**src/rtl/fifo_ctrl.sv**
```systemverilog
// First-word-fall-through FIFO controller for an external dual-port memory with registered read.
// Optional occupancy output is enabled by defining FIFO_CTRL_LEVEL_EN.
module fifo_ctrl #(
    parameter int ADDR_W = 4,
    parameter int DATA_W = 8
) (
    input  logic              clk,
    input  logic              rst,
    input  logic              wr_valid,
    output logic              wr_ready,
    input  logic [DATA_W-1:0] wr_data,
    output logic              rd_valid,
    input  logic              rd_ready,
    output logic [DATA_W-1:0] rd_data,
    output logic              mem_w_en,
    output logic [ADDR_W-1:0] mem_w_addr,
    output logic [DATA_W-1:0] mem_w_data,
    output logic              mem_r_en,
    output logic [ADDR_W-1:0] mem_r_addr,
    input  logic [DATA_W-1:0] mem_r_data
`ifdef FIFO_CTRL_LEVEL_EN
    ,
    output logic [ADDR_W+1:0] level
`endif
);

    localparam int DEPTH = 2 ** ADDR_W;

    logic [ADDR_W:0] wr_ptr_q, wr_ptr_d;
    logic [ADDR_W:0] rd_ptr_q, rd_ptr_d;
    logic            out_valid_q, out_valid_d;
    logic [ADDR_W:0] mem_cnt;
    logic            full, empty_mem, push, pop, fetch;

    always_comb begin
        mem_cnt   = wr_ptr_q - rd_ptr_q;
        full      = (mem_cnt == (ADDR_W+1)'(DEPTH));
        empty_mem = (wr_ptr_q == rd_ptr_q);
        push      = wr_valid & ~full;
        pop       = out_valid_q & rd_ready;
        // Refill the output stage when it is empty or being drained this cycle.
        fetch     = ~empty_mem & (~out_valid_q | pop);

        wr_ptr_d    = push  ? wr_ptr_q + (ADDR_W+1)'(1) : wr_ptr_q;
        rd_ptr_d    = fetch ? rd_ptr_q + (ADDR_W+1)'(1) : rd_ptr_q;
        out_valid_d = fetch ? 1'b1 : (pop ? 1'b0 : out_valid_q);
    end

    always_comb begin
        wr_ready   = ~full;
        rd_valid   = out_valid_q;
        rd_data    = mem_r_data;
        mem_w_en   = push & ~rst;
        mem_w_addr = wr_ptr_q[ADDR_W-1:0];
        mem_w_data = wr_data;
        mem_r_en   = fetch & ~rst;
        mem_r_addr = rd_ptr_q[ADDR_W-1:0];
    end

    always_ff @(posedge clk) begin
        if (rst) begin
            wr_ptr_q    <= '0;
            rd_ptr_q    <= '0;
            out_valid_q <= 1'b0;
        end else begin
            wr_ptr_q    <= wr_ptr_d;
            rd_ptr_q    <= rd_ptr_d;
            out_valid_q <= out_valid_d;
        end
    end

`ifdef FIFO_CTRL_LEVEL_EN
    logic [ADDR_W:0]   mem_cnt_d;
    logic [ADDR_W+1:0] level_d, level_q;

    // Built from next-state values so level always matches the current registered contents.
    always_comb begin
        mem_cnt_d = wr_ptr_d - rd_ptr_d;
        level_d   = {1'b0, mem_cnt_d} + (ADDR_W+2)'(out_valid_d);
    end

    always_ff @(posedge clk) begin
        if (rst) begin
            level_q <= '0;
        end else begin
            level_q <= level_d;
        end
    end

    assign level = level_q;
`endif

endmodule
```
**config.mk**
```make
export PLATFORM = sky130hd
export DESIGN_NAME = fifo_ctrl
export DESIGN_NICKNAME = d
export VERILOG_FILES = /design/src/rtl/fifo_ctrl.sv
export SDC_FILE = /design/constraint.sdc
export NUM_CORES = 1
export LEC_CHECK = 0
export CAP_MARGIN = 20
export CORE_MARGIN = 2
export CORE_UTILIZATION = 40
export CTS_BUF_LIST = sky130_fd_sc_hd__clkbuf_16
export CTS_CLUSTER_SIZE = 20
export DETAILED_ROUTE_END_ITERATION = 8
export GPL_TIMING_DRIVEN = 0
export PLACE_DENSITY = 0.9
export SETUP_SLACK_MARGIN = 0.2
export SLEW_MARGIN = 40
export SYNTH_ARGS = -nofsm -noshare
export SYNTH_HDL_FRONTEND = slang
export SYNTH_SLANG_ARGS = --single-unit
```
**constraint.sdc**
```tcl
create_clock -name clk -period 3.5 [get_ports clk]
set_input_delay 0.7 -clock clk [delete_from_list [all_inputs] [get_ports clk]]
set_output_delay 0.7 -clock clk [all_outputs]
set_load 0.1 [all_outputs]
```
==> impl_metrics.py, run 1 <==
metrics = {
    "power": {
        "vdd_drop_max_mv": 0.635,
        "fin_total_pwr_mw": 1.22,
        "p_leak_nw": 0.618,
        "p_per_area_nw_per_um2": 981,
    },
    "clock_network": {
        "cts_sinks": 11,
        "cts_setup_buffers": 0,
        "clk_latency_ps": 240,
        "cts_tree": "built",
        "hold_buffers": 0,
        "cts_root_buf": "clkbuf_16",
        "clk_pin_slew_ps": 40,
        "htree_levels": 1,
        "cts_resized": 0,
        "numCtsBuffers": 3,
        "clk_path_buf_depth": 2,
    },
    "routing": {
        "drtIter0Drc": 5,
        "firstDrtPassIters": 2,
        "wire_per_inst_um": 10.7,
        "via_per_inst": 4.68,
        "routed_wl_mm": 1.77,
        "drtAntennaViolNets": 0,
        "route.detailed.drc": 0,
        "vias": 772,
    },
    "sta": {
        "fin_worst_skew_ps": 0.530,
        "final.min_clock_period_ps": 3160,
        "fmax_ghz": 0.316,
        "finalHoldViolCount": 0,
        "min_period_over_period_pct": 90.4,
        "tightest_slew_ps": 492,
        "max-slew-margin-rel_pct": 67.2,
        "rsz0062_at_grt": "no",
        "setup_ws_ps": 335,
        "slew_viol_final": 0,
        "setup_viol": 0,
    },
    "place": {
        "gp_congestion": 0.753,
        "dp.cells": 161,
        "pre_cts_slack_ps": 599,
        "port_buffers": 30,
        "dp_hpwl_mm": 1.41,
        "placed_area_sq_um": 1160,
    },
    "floorplanning": {
        "die_x_um": 51.8,
        "die_area_sq_um": 2680,
        "core_sq_um": 2190,
        "io_pins": 48,
        "die_y_um": 51.8,
        "initial_core_util_pct": 41.7,
        "rows": 17,
    },
    "synthesis": {
        "yosysUniqueCellTypes": 30,
        "synth.area.mux_share_pct": 6.85,
        "seq_area_frac_synth_pct": 24.1,
        "synth_seq_cells": 11,
        "synth_xor_xnor_area_share_pct": 6.58,
        "synth_compound_area_share_pct": 10.5,
        "synth_nets": 129,
        "synth_area_per_cell_sq_um": 8.87,
        "yosys_most_used_dff": "dfxtp_1",
        "netlist_area_sq_um": 913,
        "yosys.area_share.simple_pct": 21.5,
        "synth_top_family_by_area": "buffers and inverters",
        "synthArstFlopShare_pct": 0,
        "netlist_instances": 103,
        "yosysWarnings": 0,
        "synth_edf_count": 0,
        "yosys.area_share.adder_pct": 8.22,
    },
    "global_routing": {
        "grt_usage_pct": 14.2,
        "overflow": 0,
        "grt_pass1_vias": 644,
        "grt_first_pass_wirelength_mm": 2.79,
        "grt_max_degree": 11,
        "antenna_found_initial": 0,
    },
    "critical_path": {
        "path_class": "reg2out",
        "crit_path_max_fanout": 5,
        "worstPathArrival_ps": 2460,
        "start_kind": "flip-flop",
        "cp-end-kind": "primary output",
        "required_ps": 2800,
    },
    "worst_hold_path": {
        "min_path_type": "reg2reg",
    },
    "finish": {
        "layout.cells.non_filler": 165,
        "syn_to_final_growth_pct": 35.8,
        "n_antenna_cell": 0,
        "final_layout_size_suffix_gt1_share_pct": 52.6,
        "final_cell_mix": "28 x buf_2, 24 x buf_4, 12 x nor2_1",
        "fin_nets": 164,
        "final_common_cell": "buf_2",
        "fin_area_sq_um": 1240,
    },
    "outcome": {
        "status": "finished clean",
    },
    "flow_run": {
        "maxCapViolations": 0,
    },
}
-- where the power goes --
group | switching (mW) | leakage [nW] | total (mW) | internal [mW]
clock | 0.0543 | 0.0423 | 0.204 | 0.150
sequential | 0.0289 | 0.0903 | 0.183 | 0.154
combinational | 0.590 | 0.485 | 0.829 | 0.240
-- layer usage --
metal | wire length, um | vias to the layer above | track usage, %
li1 | - | 386 | -
met1 | 750 | 353 | 16.9
met2 | 863 | 29 | 23.3
met3 | 112 | 4 | 2.59
met4 | 46 | 0 | 9.21
met5 | 0 | - | 0
-- stage by stage --
stage | hold slack [ps] | util [%] | TNS, ps
global placement | 498 | 59.4 | -66.4
detailed placement | 504 | 53.0 | 0
floorplan | 491 | - | 0
CTS | 512 | 56.6 | 0
finish | 512 | 56.6 | 0
global route | 583 | 56.6 | 0
-- synth_stat cells, types with 2 or more instances --
cell type	number	area [sq um]
inv_1	4	15.0
nand4_1	2	12.5
nand3_1	3	15.0
mux2_4	2	30.0
buf_4	24	180
nor2_1	12	45.0
o21a_1	3	22.5
nand2b_1	3	18.8
a21oi_1	3	15.0
clkbuf_1	2	7.51
nor2b_1	6	37.5
dfxtp_1	11	220
xnor2_1	4	35.0
ha_1	6	75.1
nand2_1	3	11.3
-- state kept, by name, summed over array words and instances, names as in the netlist --
| name | flops |
|---|---|
| rd_valid | 1 |
| wr_ptr_q | 5 |
| rd_ptr_q | 5 |
-- area by class of cell --
| class | count | area [sq um] |
|---|---|---|
| Sequential cell | 11 | 223 |
| Clock buffer | 3 | 75.1 |
| Multi-Input combinational cell | 62 | 541 |
| Buffer | 26 | 188 |
| Fill cell | 201 | 951 |
| Timing Repair Buffer | 30 | 160 |
| Clock inverter | 1 | 3.75 |
| Inverter | 4 | 15.0 |
| Tap cell | 28 | 35.0 |
-- logic make-up (layout without fill, tap and decap cells) --
group	count (synthesis)	in the layout
AO/OA/AOI/OAI	9	9
XOR/XNOR	6	6
adder cells (fa/ha/maj)	6	6
buffers and inverters	30	64
flip-flops	11	11
multiplexers	5	5
AND/OR/NAND/NOR	36	36
-- path summary, 6_finish.rpt --
path          startpoint           to  slack (ps)  cells after the start
max          wr_ptr_q[1]     mem_w_en         340                      8
min reg2reg     rd_valid     rd_valid         510                      2
min             rd_valid     rd_valid         510                      2
max reg2reg  rd_ptr_q[2]  wr_ptr_q[3]        1370                      8
-- critical path: stages (launching register included) --
cell and delay [ps]:
dfxtp_1 410, ha_1 320, nor2b_4 70, xnor2_2 240, and4bb_1 270, o22ai_4 160
and2_4 200, nor2b_4 120, buf_2 420
Power figures use the tool's default switching activity.
==> inputs of run 2 (changes only) <==
--- a/config.mk
+++ b/config.mk
@@ -6,13 +6,15 @@
 export NUM_CORES = 1
 export LEC_CHECK = 0
 export CAP_MARGIN = 20
+export CORE_ASPECT_RATIO = 1.2
 export CORE_MARGIN = 2
 export CORE_UTILIZATION = 40
-export CTS_BUF_LIST = sky130_fd_sc_hd__clkbuf_16
+export CTS_BUF_LIST = sky130_fd_sc_hd__clkbuf_4 sky130_fd_sc_hd__clkbuf_8
 export CTS_CLUSTER_SIZE = 20
 export DETAILED_ROUTE_END_ITERATION = 8
+export DONT_BUFFER_PORTS = 1
 export GPL_TIMING_DRIVEN = 0
-export PLACE_DENSITY = 0.9
+export PLACE_DENSITY = 0.63
 export SETUP_SLACK_MARGIN = 0.2
 export SLEW_MARGIN = 40
 export SYNTH_ARGS = -nofsm -noshare
==> impl_metrics.py, run 2 (same netlist as run 1, synthesis figures left out) <==
metrics = {
    "outcome": {
        "status": "finished, violations left",
        "violations": "setup timing",
    },
    "floorplanning": {
        "io_pins": 48,
        "rows": 18,
        "core_sq_um": 2120,
        "die_area_sq_um": 2680,
        "die_x_um": 47.6,
        "initial_core_util_pct": 43.1,
        "die_y_um": 56.3,
    },
    "routing": {
        "vias": 690,
        "highest_layer": "met4",
        "via_per_inst": 4.69,
        "met2_length_um": 835,
        "drtAntennaViolNets": 0,
        "wl_met3_um": 150,
        "drtIter0Drc": 0,
        "wl_met1_um": 632,
        "route.detailed.drc": 0,
        "firstDrtPassIters": 1,
        "routed_wl_mm": 1.66,
        "wire_per_inst_um": 11.3,
    },
    "sta": {
        "max-slew-margin-rel_pct": 44.6,
        "tightest_slew_ps": 831,
        "slew_viol_final": 0,
        "fin_worst_skew_ps": 8.27,
        "timing.hold.ws_ps": 560,
        "setup_viol": 1,
        "setup_tns_ps": -46.1,
        "fmax_ghz": 0.282,
        "rsz0062_at_grt": "yes",
        "setup_ws_ps": -46.1,
        "min_period_over_period_pct": 101,
        "finalHoldViolCount": 0,
        "final.min_clock_period_ps": 3550,
    },
    "finish": {
        "final_core_util_pct": 54.7,
        "fin_nets": 144,
        "n_antenna_cell": 0,
        "final_layout_size_suffix_gt1_share_pct": 58.1,
        "syn_to_final_growth_pct": 26.7,
        "final_common_cell": "buf_4",
        "final_cell_mix": "34 x buf_4, 12 x nor2_1, 8 x dfxtp_2",
        "fin_area_sq_um": 1160,
    },
    "critical_path": {
        "required_ps": 2800,
        "reg2reg_depth": 9,
        "worstPathArrival_ps": 2850,
        "crit_path_max_fanout": 5,
        "start_kind": "flip-flop",
        "path_class": "reg2out",
        "cp-end-kind": "primary output",
    },
    "clock_network": {
        "clk_latency_ps": 280,
        "numCtsBuffers": 3,
        "cts_sinks": 11,
        "htree_levels": 1,
        "clk_pin_slew_ps": 80,
        "cts_tree": "built",
        "hold_buffers": 0,
        "clk_path_buf_depth": 2,
        "cts_root_buf": "clkbuf_4",
    },
    "place": {
        "pre_cts_slack_ps": 61.1,
        "placed_area_sq_um": 1010,
        "gp_congestion": 0.729,
        "dp_hpwl_mm": 1.25,
        "port_buffers": 0,
    },
    "global_routing": {
        "grt_pass1_vias": 643,
        "antenna_found_initial": 0,
        "grt_first_pass_wirelength_mm": 2.57,
        "overflow": 0,
        "grt_usage_pct": 13.2,
        "grt_max_degree": 11,
    },
    "power": {
        "p_leak_nw": 0.526,
        "p_per_area_nw_per_um2": 993,
        "vdd_drop_max_mv": 0.997,
    },
    "worst_hold_path": {
        "min_path_type": "reg2reg",
        "hold_depth": 2,
    },
    "flow_run": {
        "maxCapViolations": 0,
    },
}
run 2: changes by cell type in the layout (fill, tap and decap cells not counted), moves of 2 or more:
cell             previous run  this run
dfxtp_2                     2         8
clkbuf_16                   3         0
inv_1                       5         1
ha_4                        1         3
clkdlybuf4s50_1             2         0
buf_4                      24        34
ha_1                        4         2
inv_2                       0         3
clkbuf_4                    0         4
dfxtp_1                     9         2
buf_2                      28         0
run 2: worst paths after layout:
path | end | slack [ps] | start
max reg2reg | wr_ptr_q[0] | 960 | rd_ptr_q[1]
min reg2reg | rd_ptr_q[0] | 560 | rd_ptr_q[0]
min | rd_ptr_q[0] | 560 | rd_ptr_q[0]
max | mem_w_en | -50 | rd_ptr_q[1]
run 2: critical path, stage by stage, from the launching register on:
cell and delay, ps:
dfxtp_2 330, inv_2 70, ha_4 200, nor2b_4 130, o21a_1 180, o21a_1 200, o22ai_4 630, and2_4 280
nor2b_4 540
run 2: layout make-up:
cell class / count / area, sq um
clock buffer: 4 / 30.0
sequential: 11 / 234
buffer: 26 / 188
inverter: 4 / 15.0
fill: 220 / 960
timing repair buffer: 10 / 75.1
multi-input combinational: 62 / 578
tap: 30 / 37.5
run 2: metrics by stage:
| step | std cells | power, mW |
|---|---|---|
| after global placement | 133 | 0.961 |
| after floorplan | 103 | 0.915 |
| after detailed placement | 133 | 0.979 |
| final | 147 | 1.15 |
| after global routing | 147 | 1.22 |
| after CTS | 144 | 1.14 |
run 2: report_power, final:
group,switching [mW],leakage [nW],internal (mW)
clock network,0.0453,0.0184,0.0519
logic,0.562,0.414,0.276
registers,0.0569,0.0937,0.158
run 2: routing by layer:
metal	vias up	GRT usage (%)
li1	346	-
met1	308	15.0
met2	31	21.2
met3	5	2.89
met4	0	8.11
met5	-	0
run 2: repair_timing:
item,CTS,global route
pin swaps,7,7
gates cloned,0,0
setup buffers,7,3
endpoints found under the setup margin,1,1
resized for setup,12,2
==> inputs of run 3 (changes only) <==
--- a/config.mk
+++ b/config.mk
@@ -8,13 +8,14 @@
 export CAP_MARGIN = 20
 export CORE_ASPECT_RATIO = 1.2
 export CORE_MARGIN = 2
-export CORE_UTILIZATION = 40
+export CORE_UTILIZATION = 50
 export CTS_BUF_LIST = sky130_fd_sc_hd__clkbuf_4 sky130_fd_sc_hd__clkbuf_8
+export CTS_CLUSTER_DIAMETER = 150
 export CTS_CLUSTER_SIZE = 20
 export DETAILED_ROUTE_END_ITERATION = 8
 export DONT_BUFFER_PORTS = 1
 export GPL_TIMING_DRIVEN = 0
-export PLACE_DENSITY = 0.63
+export PLACE_DENSITY = 0.74
 export SETUP_SLACK_MARGIN = 0.2
 export SLEW_MARGIN = 40
 export SYNTH_ARGS = -nofsm -noshare
==> impl_metrics.py, run 3 (same netlist as run 1, synthesis figures left out) <==
metrics = {
    "finish": {
        "final_core_util_pct": 67.5,
        "final_layout_size_suffix_gt1_share_pct": 58.3,
        "final_cell_mix": "32 x buf_4, 12 x nor2_1, 7 x dfxtp_2",
        "final_common_cell": "buf_4",
        "fill_cells": 137,
        "fin_nets": 142,
        "syn_to_final_growth_pct": 24.2,
        "fin_area_sq_um": 1130,
        "n_antenna_cell": 0,
    },
    "global_routing": {
        "grt_pass1_vias": 654,
        "grt_max_degree": 11,
        "antenna_found_initial": 0,
        "grt_first_pass_wirelength_mm": 2.71,
        "overflow": 0,
        "grt_usage_pct": 16.4,
    },
    "critical_path": {
        "reg2reg_to": "wr_ptr_q[0]",
        "reg2reg_depth": 9,
        "path_class": "reg2out",
        "startpoint": "rd_ptr_q[1]",
        "crit_chain": "inv_2, ha_4, nor2b_4, o21a_1, o21a_1, o22ai_4, and2_4, nor2b_4",
        "rr_startpoint": "rd_ptr_q[1]",
        "slowest_stage": "o22ai_4",
        "start_kind": "flip-flop",
        "cp.depth": 8,
        "r2r_setup_slack_ps": 960,
        "required_ps": 2800,
        "crit_path_max_fanout": 5,
        "worstPathArrival_ps": 2840,
        "crit_path_end": "mem_w_en",
        "path_buf_inv": 1,
        "crit_family": "compound AO/OA/AOI/OAI gates",
        "slowest_delay_ps": 640,
        "cp-end-kind": "primary output",
    },
    "sta": {
        "tightest_slew_ps": 837,
        "min_period_over_period_pct": 101,
        "final.min_clock_period_ps": 3540,
        "setup_viol": 1,
        "max-slew-margin-rel_pct": 44.2,
        "finalHoldViolCount": 0,
        "fmax_ghz": 0.282,
        "setup_ws_ps": -41.5,
        "slew_viol_final": 0,
        "rsz0062_at_grt": "yes",
        "fin_worst_skew_ps": 4.81,
    },
    "floorplanning": {
        "core_sq_um": 1680,
        "initial_core_util_pct": 54.3,
        "die_x_um": 43.0,
        "die_area_sq_um": 2190,
        "rows": 16,
        "io_pins": 48,
        "die_y_um": 50.8,
    },
    "routing": {
        "wl_met3_um": 148,
        "wire_per_inst_um": 12.7,
        "highest_layer": "met3",
        "drtIter0Drc": 3,
        "vias": 697,
        "routed_wl_mm": 1.69,
        "wl_met1_um": 616,
        "drtAntennaViolNets": 0,
        "firstDrtPassIters": 3,
        "via_per_inst": 5.24,
        "met2_length_um": 925,
        "route.detailed.drc": 0,
    },
    "power": {
        "p_per_area_nw_per_um2": 1010,
        "p_leak_nw": 0.516,
        "fin_total_pwr_mw": 1.15,
        "seq_power_share_pct": 19.1,
        "pwr-share-clk_pct": 8.3,
        "combPwrFrac_pct": 72.6,
        "power_switching_mw": 0.664,
        "vdd_drop_max_mv": 0.806,
        "switching_share_pct": 57.9,
        "internal-power_mw": 0.482,
    },
    "place": {
        "pre_cts_slack_ps": 42.7,
        "port_buffers": 0,
        "gp_congestion": 0.781,
        "dp_hpwl_mm": 1.28,
        "placed_area_sq_um": 997,
    },
    "clock_network": {
        "clk_path_buf_depth": 2,
        "numCtsBuffers": 3,
        "clk_latency_ps": 270,
        "htree_levels": 1,
        "clk_pin_slew_ps": 70,
        "cts_root_buf": "clkbuf_4",
        "cts_tree": "built",
        "cts_sinks": 11,
    },
    "worst_hold_path": {
        "min_path_type": "reg2reg",
    },
    "flow_run": {
        "maxCapViolations": 0,
    },
    "outcome": {
        "violations": "setup timing",
        "status": "finished, violations left",
    },
}
## run 3: area by class of cell
type | instances | area (sq um) | area share, %
Clock buffer | 4 | 30.0 | 2.65
Tap cell | 18 | 22.5 | 1.98
Timing Repair Buffer | 8 | 60.1 | 5.29
Sequential cell | 11 | 236 | 20.8
Inverter | 4 | 15.0 | 1.32
Buffer | 26 | 188 | 16.5
Multi-Input combinational cell | 62 | 583 | 51.4
## run 3: timing repair
action,in CTS,in global routing
pin swaps,8,4
resized for setup,16,0
cloned,0,0
setup endpoints to repair,1,1
buffers inserted,7,1
hold buffers,0,0
## run 3: worst min path at each step
| stage | start | cells after the start | endpoint |
|---|---|---|---|
| after global routing | rd_ptr_q[4] | 2 | rd_ptr_q[4] |
| after floorplan | wr_ptr_q[1] | 2 | wr_ptr_q[1] |
| after detailed placement | wr_ptr_q[1] | 2 | wr_ptr_q[1] |
| after global placement | wr_ptr_q[1] | 2 | wr_ptr_q[1] |
| after CTS | rd_ptr_q[0] | 2 | rd_ptr_q[0] |
| final | rd_ptr_q[0] | 2 | rd_ptr_q[0] |
## run 3: through the flow
step | cells | hold WS, ps | setup TNS [ps]
finish | 133 | 565 | -41.5
global route | 133 | 620 | -119
CTS | 132 | 570 | -54.1
detailed placement | 121 | 556 | 0
global placement | 121 | 516 | 0
floorplan | 103 | 491 | 0
## run 3: worst register-to-register path, delay by kind of cell, from the launching register on
family,cells,cell delay [ps]
adders and majority gates,1,210
AOI/OAI and AO/OA,3,1020
muxes,1,280
and+or+nand+nor,2,420
DFF,1,320
buffers and inverters,2,200
## run 3: power by group through the flow
stage	logic [mW]	clock network (mW)	registers, mW
finish	0.832	0.0952	0.219
floorplan	0.704	0	0.211
global placement	0.738	0	0.218
detailed placement	0.757	0	0.222
global route	0.886	0.107	0.222
CTS	0.837	0.0989	0.219
## run 3: per-layer routing
layer | track usage [%] | vias up
met4 | 1.52 | 0
met3 | 6.71 | 0
met5 | 0 | -
met1 | 17.1 | 327
met2 | 31.3 | 28
li1 | - | 342
